===== src/rtl/mdio_master_param_if.sv =====
// mdio_master_param_if: request, status and serial-line bundle for mdio_master_param
// master modport: DUT side (takes request fields and MDIO_IN, drives MDC/MDIO and status)
// slave modport: requester/PHY side (mirror of master)
interface mdio_master_param_if #(parameter int DATA_W = 16);
   logic              MDIO_START;
   logic [1:0]        OP;
   logic [4:0]        PHY_ADDR;
   logic [4:0]        REG_ADDR;
   logic [DATA_W-1:0] WR_DATA;
   logic              CL45;
   logic              MDIO_IN;
   logic              MDC;
   logic              MDIO_OUT;
   logic              MDIO_OE;
   logic [DATA_W-1:0] RD_DATA;
   logic              DATA_RDY;
   logic              BUSY;
   logic              TA_ERR;
   modport master(input MDIO_START, OP, PHY_ADDR, REG_ADDR, WR_DATA, CL45, MDIO_IN,
                  output MDC, MDIO_OUT, MDIO_OE, RD_DATA, DATA_RDY, BUSY, TA_ERR);
   modport slave(output MDIO_START, OP, PHY_ADDR, REG_ADDR, WR_DATA, CL45, MDIO_IN,
                 input MDC, MDIO_OUT, MDIO_OE, RD_DATA, DATA_RDY, BUSY, TA_ERR);
endinterface


===== src/rtl/mdio_master_param.sv =====
// mdio_master_param: Clause 22 MDIO management master with MDC divider; MDIO_CLAUSE45_EN adds Clause 45 framing
// Ports: clk; reset (sync, active-high); bus (mdio_master_param_if.master):
//   MDIO_START/OP/PHY_ADDR/REG_ADDR/WR_DATA/CL45 request, MDIO_IN from PHY,
//   MDC/MDIO_OUT/MDIO_OE serial line, RD_DATA/DATA_RDY/BUSY/TA_ERR status.
module mdio_master_param #(
   parameter int CLK_DIV      = 2,
   parameter int PREAMBLE_LEN = 32,
   parameter int DATA_W       = 16
) (
   input logic                 clk,
   input logic                 reset,
   mdio_master_param_if.master bus
);
   localparam int DW = $clog2(CLK_DIV);
   localparam int FW = 16 + DATA_W;
   typedef enum logic [2:0] {IDLE, PRE, ST, OPC, PHY, REG, TA, DATA} state_t;
   state_t            state_q, state_d, nxt;
   logic [DW-1:0]     div_q, div_d;
   logic [5:0]        cnt_q, cnt_d;
   logic [FW-1:0]     tx_q, tx_d, frame;
   logic [DATA_W-1:0] sh_q, sh_d, rd_q, rd_d;
   logic              rd_op_q, rd_op_d, mdc_q, mdc_d, out_q, out_d, oe_q, oe_d;
   logic              rdy_q, rdy_d, busy_q, busy_d, err_q, err_d;
   logic [1:0]        st;
   logic              wrap, rise, fall, last, bit_v, oe_v;
`ifdef MDIO_CLAUSE45_EN
   assign st = bus.CL45 ? 2'b00 : 2'b01;
`else
   logic unused_cl45;
   assign unused_cl45 = bus.CL45;
   assign st = 2'b01;
`endif
   // Everything after the preamble goes out of one shift register; TA is preloaded as 10.
   assign frame = {st, bus.OP, bus.PHY_ADDR, bus.REG_ADDR, 2'b10, bus.WR_DATA};
   // Bits remaining in a field, minus one.
   function automatic logic [5:0] len_m1(state_t s);
      return s == PRE ? 6'(PREAMBLE_LEN - 1) : s == DATA ? 6'(DATA_W - 1) :
             (s == PHY || s == REG) ? 6'd4 : 6'd1;
   endfunction
   always_comb begin
      wrap    = div_q == DW'(CLK_DIV - 1);
      rise    = busy_q && wrap && !mdc_q;
      fall    = busy_q && wrap && mdc_q;
      last    = cnt_q == 6'd0;
      nxt     = state_q == PRE ? ST : state_q == ST ? OPC : state_q == OPC ? PHY :
                state_q == PHY ? REG : state_q == REG ? TA : state_q == TA ? DATA : IDLE;
      state_d = state_q;
      div_d   = div_q;
      cnt_d   = cnt_q;
      tx_d    = tx_q;
      sh_d    = sh_q;
      rd_d    = rd_q;
      rd_op_d = rd_op_q;
      mdc_d   = mdc_q;
      out_d   = out_q;
      oe_d    = oe_q;
      rdy_d   = 1'b0;
      busy_d  = busy_q;
      err_d   = err_q;
      bit_v   = 1'b0;
      oe_v    = 1'b0;
      if (state_q == IDLE) begin
         if (bus.MDIO_START) begin
            state_d = PREAMBLE_LEN > 0 ? PRE : ST;
            cnt_d   = len_m1(state_d);
            tx_d    = frame;
            rd_op_d = bus.OP[1];
            err_d   = 1'b0;
            busy_d  = 1'b1;
            div_d   = '0;
            mdc_d   = 1'b0;
            out_d   = PREAMBLE_LEN > 0 ? 1'b1 : frame[FW-1];
            oe_d    = 1'b1;
         end
      end else begin
         div_d = wrap ? '0 : div_q + DW'(1);
         mdc_d = wrap ? !mdc_q : mdc_q;
         if (rise && rd_op_q && state_q == TA && last && bus.MDIO_IN) err_d = 1'b1;
         if (rise && rd_op_q && state_q == DATA) sh_d = {sh_q[DATA_W-2:0], bus.MDIO_IN};
         if (fall) begin
            state_d = last ? nxt : state_q;
            cnt_d   = last ? len_m1(nxt) : cnt_q - 6'd1;
            // The shift register only advances for bits it actually supplied.
            tx_d    = state_q == PRE ? tx_q : tx_q << 1;
            bit_v   = state_d == PRE ? 1'b1 : tx_d[FW-1];
            oe_v    = (!rd_op_q || !(state_d == TA || state_d == DATA)) && state_d != IDLE;
            out_d   = oe_v && bit_v;
            oe_d    = oe_v;
            if (state_d == IDLE) begin
               busy_d = 1'b0;
               mdc_d  = 1'b0;
               div_d  = '0;
               rdy_d  = 1'b1;
               rd_d   = rd_op_q ? sh_q : rd_q;
            end
         end
      end
   end
   always_ff @(posedge clk) begin
      if (reset) begin
         state_q <= IDLE;
         div_q   <= '0;
         cnt_q   <= '0;
         tx_q    <= '0;
         sh_q    <= '0;
         rd_q    <= '0;
         rd_op_q <= 1'b0;
         mdc_q   <= 1'b0;
         out_q   <= 1'b0;
         oe_q    <= 1'b0;
         rdy_q   <= 1'b0;
         busy_q  <= 1'b0;
         err_q   <= 1'b0;
      end else begin
         state_q <= state_d;
         div_q   <= div_d;
         cnt_q   <= cnt_d;
         tx_q    <= tx_d;
         sh_q    <= sh_d;
         rd_q    <= rd_d;
         rd_op_q <= rd_op_d;
         mdc_q   <= mdc_d;
         out_q   <= out_d;
         oe_q    <= oe_d;
         rdy_q   <= rdy_d;
         busy_q  <= busy_d;
         err_q   <= err_d;
      end
   end
   assign bus.MDC      = mdc_q;
   assign bus.MDIO_OUT = out_q;
   assign bus.MDIO_OE  = oe_q;
   assign bus.RD_DATA  = rd_q;
   assign bus.DATA_RDY = rdy_q;
   assign bus.BUSY     = busy_q;
   assign bus.TA_ERR   = err_q;
endmodule


===== src/flat_wrapper.sv =====
// flat-port wrapper written by rule: the top's interface ports become plain ports
module mdio_master_param_flat 
#(
   parameter int CLK_DIV      = 2,
   parameter int PREAMBLE_LEN = 32,
   parameter int DATA_W       = 16
)
  (clk, reset, bus_MDIO_START, bus_OP, bus_PHY_ADDR, bus_REG_ADDR, bus_WR_DATA, bus_CL45, bus_MDIO_IN, bus_MDC, bus_MDIO_OUT, bus_MDIO_OE, bus_RD_DATA, bus_DATA_RDY, bus_BUSY, bus_TA_ERR);
  mdio_master_param_if #(.DATA_W(DATA_W)) bus_i ();
  input logic clk;
  input logic reset;
  input wire logic [$bits(bus_i.MDIO_START)-1:0] bus_MDIO_START;
  input wire logic [$bits(bus_i.OP)-1:0] bus_OP;
  input wire logic [$bits(bus_i.PHY_ADDR)-1:0] bus_PHY_ADDR;
  input wire logic [$bits(bus_i.REG_ADDR)-1:0] bus_REG_ADDR;
  input wire logic [$bits(bus_i.WR_DATA)-1:0] bus_WR_DATA;
  input wire logic [$bits(bus_i.CL45)-1:0] bus_CL45;
  input wire logic [$bits(bus_i.MDIO_IN)-1:0] bus_MDIO_IN;
  output wire logic [$bits(bus_i.MDC)-1:0] bus_MDC;
  output wire logic [$bits(bus_i.MDIO_OUT)-1:0] bus_MDIO_OUT;
  output wire logic [$bits(bus_i.MDIO_OE)-1:0] bus_MDIO_OE;
  output wire logic [$bits(bus_i.RD_DATA)-1:0] bus_RD_DATA;
  output wire logic [$bits(bus_i.DATA_RDY)-1:0] bus_DATA_RDY;
  output wire logic [$bits(bus_i.BUSY)-1:0] bus_BUSY;
  output wire logic [$bits(bus_i.TA_ERR)-1:0] bus_TA_ERR;
  assign bus_i.MDIO_START = bus_MDIO_START;
  assign bus_i.OP = bus_OP;
  assign bus_i.PHY_ADDR = bus_PHY_ADDR;
  assign bus_i.REG_ADDR = bus_REG_ADDR;
  assign bus_i.WR_DATA = bus_WR_DATA;
  assign bus_i.CL45 = bus_CL45;
  assign bus_i.MDIO_IN = bus_MDIO_IN;
  assign bus_MDC = bus_i.MDC;
  assign bus_MDIO_OUT = bus_i.MDIO_OUT;
  assign bus_MDIO_OE = bus_i.MDIO_OE;
  assign bus_RD_DATA = bus_i.RD_DATA;
  assign bus_DATA_RDY = bus_i.DATA_RDY;
  assign bus_BUSY = bus_i.BUSY;
  assign bus_TA_ERR = bus_i.TA_ERR;
  mdio_master_param #(.CLK_DIV(CLK_DIV), .PREAMBLE_LEN(PREAMBLE_LEN), .DATA_W(DATA_W)) u_core (.clk(clk), .reset(reset), .bus(bus_i));
endmodule

===== config.mk =====
export PLATFORM = sky130hd
export DESIGN_NAME = mdio_master_param_flat
export DESIGN_NICKNAME = d
export VERILOG_FILES = /design/src/rtl/mdio_master_param_if.sv /design/src/rtl/mdio_master_param.sv /design/src/flat_wrapper.sv
export SDC_FILE = /design/constraint.sdc
export NUM_CORES = 1
export LEC_CHECK = 0
export CAP_MARGIN = 0
export CORE_UTILIZATION = 46
export DETAILED_ROUTE_END_ITERATION = 12
export PLACE_DENSITY = 0.7
export SYNTH_ARGS = -nofsm -noshare
export SYNTH_HDL_FRONTEND = slang
export SYNTH_SLANG_ARGS = --single-unit

===== constraint.sdc =====
create_clock -name clk -period 2.31 [get_ports clk]
set_clock_uncertainty 0.05 [all_clocks]
set_input_delay 0.3465 -clock clk [delete_from_list [all_inputs] [get_ports clk]]
set_output_delay 0.3465 -clock clk [all_outputs]
set_load 0.01 [all_outputs]

==> metrics.yaml <==
run_status:
  status: "completed"
sta:
  slew_headroom: 0.646
  final.setup.tns_ns: 0
  max_freq_mhz: 472
  rsz0062_at_grt: "no"
  finalHoldViolCount: 0
  finalCritPeriodShare: 0.918
  setup_violations: 0
  worst_pin_slew_ns: 0.527
  timing.final.crit_period_ns: 2.12
  report.final.slew_viol_count: 0
clock_tree:
  cts_resized: 0
  cts.sinks: 81
  cts_setup_buffers: 0
  clock_path_buffers: 2
  tritoncts: "yes"
  cts-root-buf: "clkbuf_8"
  clk_pin_slew_ns: 0.09
  ctsHoldBuffers: 0
  h-tree-depth: 3
  cts_made_buffers: 9
  insertion_delay_ns: 0.36
power:
  peakVddDrop_mv: 0.324
  switching_share: 0.268
  p_clk_frac: 0.374
  p_switching_uw: 783
  power.density_nw_per_um2: 652
  p_leak_uw: 0.00155
  power_frac_seq: 0.512
  p_int_uw: 2130
  p_comb_frac: 0.114
global_routing:
  antenna_found_initial: 0
  grt_overflow: 0
  grt.total_usage: 0.207
  grt_max_degree: 72
  grt_pass1_wl_um: 14000
  grt_pass1_vias: 2939
job:
  cap_violations: 0
layout:
  drive_gt1_frac: 0.105
  fill_cells: 704
  final_area_um2: 4480
  fin_nets: 507
  antenna_cells_inserted: 0
  area_delta_synth_final_pct: 23.6
synth:
  syn_avg_cell_area_um2: 8.40
  ys_seq_elements: 81
  seq_area_frac_synth: 0.448
  synthCells: 431
  synth_edf_count: 0
  synthArstFlopShare: 0
  ys.flop_type: "dfxtp_1"
  synth_area_um2: 3620
  ys_types: 49
  netlist_top_cells_area: "dfxtp_1 45%, a21oi_1 8.0%, a311oi_1 7.0%"
  yosysTopAreaCellShare: 0.448
  synth_area_leader_cell: "dfxtp_1"
  syn-num-nets: 466
  yosysWarningCount: 0
floorplan:
  placementRows: 31
  die_area_um2: 8230
  die_y_um: 90.7
  die_w_um: 90.7
  core-area_um2: 7450
  initial_utilization: 0.486
  io_pins: 55
worst_setup_path:
  cp_data_arrival_time_ns: 2.31
  ff2ff_path_depth: 6
  endpoint_kind: "flip-flop"
  critPathMaxFanout: 16
  start_kind: "flip-flop"
  worstSetupPathType: "reg -> reg"
  required_ns: 2.50
worst_hold_path:
  hold_class: "in -> reg"
  holdPathStages: 2
route:
  drc: 0
  drt_pass1_iterations: 4
  wl_um: 8250
  avgViaCountPerCell: 5.73
  first_iter_violations: 196
  wl_per_cell_um: 14.3
  vias: 3298
  ant_nets: 0
placement:
  gp_congestion: 0.837
  place_area_um2: 4260
  dp_hpwl_um: 5270
  portBuffers: 53
[cell families (layout without fill, tap and decap cells)]
group	Yosys count	count (layout)	synth area share
compound gates	153	153	0.255
xor+xnor	3	3	0.00726
fa+ha+maj	2	2	0.00691
buf+inv	45	91	0.0563
flops	81	81	0.448
mux	19	19	0.0529
simple gates	128	128	0.174
[cell usage in the layout, fill, tap and decap left out, drive strengths merged, types with 2 or more instances in the layout]
cell / Yosys / final
dfxtp: 81 / 81
a21oi: 58 / 58
o21ai: 53 / 53
clkdlybuf4s50: 0 / 52
nand2: 37 / 37
nor2: 37 / 37
a311oi: 29 / 29
nand3: 21 / 21
buf: 12 / 19
mux2i: 18 / 18
nor3: 12 / 12
clkbuf: 29 / 9
inv: 4 / 8
nor4: 4 / 4
nand4: 3 / 3
o41ai: 3 / 3
or3b: 3 / 3
nor3b: 2 / 2
xor2: 2 / 2
ha: 2 / 2
or4: 2 / 2
[sequential cells by signal (all words and copies together), names as in the netlist]
name	flops
u_core.bus.BUSY	1
u_core.bus.DATA_RDY	1
u_core.bus.MDC	1
u_core.bus.MDIO_OE	1
u_core.bus.MDIO_OUT	1
u_core.bus.RD_DATA	16
u_core.bus.TA_ERR	1
u_core.cnt_q	6
u_core.div_q	1
u_core.rd_op_q	1
u_core.sh_q	16
u_core.state_q	3
u_core.tx_q	32
[worst max-delay path, stage by stage, from the launching register on]
cell	delay (ns)
dfxtp_1	0.37
inv_1	0.11
ha_1	0.17
or3b_4	0.42
or4_4	0.61
o21ai_0	0.19
a21oi_1	0.09
[layout make-up]
| class | instances | area (µm²) | area share |
|---|---|---|---|
| multi-input cells | 305 | 1810 | 0.404 |
| flip-flops and latches | 81 | 1620 | 0.362 |
| repair buffers | 71 | 698 | 0.156 |
| clock buffers | 9 | 124 | 0.0277 |
| well taps | 99 | 124 | 0.0277 |
| clock inverters | 7 | 83.8 | 0.0187 |
| inverters | 4 | 15.0 | 0.00335 |
[layer usage]
layer | wire (µm) | global-route usage
met5 | 0 | 0
met4 | 117 | 0.0806
met3 | 343 | 0.0362
met2 | 3820 | 0.333
met1 | 3970 | 0.275
[through the flow]
stage / hold slack (ns) / util / setup WS, ns / instances / power (µW)
after floorplan: 0.382 / - / 0.190 / 431 / 1720
after global placement: 0.395 / 0.572 / 0.175 / 560 / 1840
after detailed placement: 0.403 / 0.572 / 0.136 / 560 / 1850
after CTS: 0.302 / 0.600 / 0.135 / 576 / 2930
after global routing: 0.325 / 0.601 / 0.0742 / 576 / 3040
final: 0.314 / 0.601 / 0.190 / 576 / 2920
[power groups by stage]
stage	logic, µW	clock network (µW)	registers (µW)
2_1_floorplan	205	0	1520
3_3_place_gp	322	0	1520
3_5_place_dp	329	0	1520
4_1_cts	329	1110	1490
5_1_grt	366	1170	1500
6_report	332	1090	1490
[final timing paths]
| kind | start | to | slack (ns) |
|---|---|---|---|
| max | u_core.cnt_q[0] | u_core.bus.RD_DATA[2] | 0.19 |
| min | reset | u_core.tx_q[20] | 0.31 |
| max reg2reg | u_core.cnt_q[0] | u_core.bus.RD_DATA[2] | 0.19 |
| min reg2reg | u_core.bus.RD_DATA[6] | u_core.bus.RD_DATA[6] | 0.41 |
[cells in the mapped netlist, types with 2 or more instances]
cell type	n
nor4_1	3
nand2_1	37
dfxtp_1	81
clkbuf_1	29
inv_1	4
buf_2	7
mux2i_1	18
a21oi_1	58
ha_1	2
nor3b_1	2
xor2_1	2
o21ai_0	43
buf_6	3
or3b_1	2
nor3_1	11
nand3_1	21
nor2_1	36
a311oi_1	29
o21ai_1	9
o41ai_1	3
nand4_1	3
(Power assumes the default switching activity.)
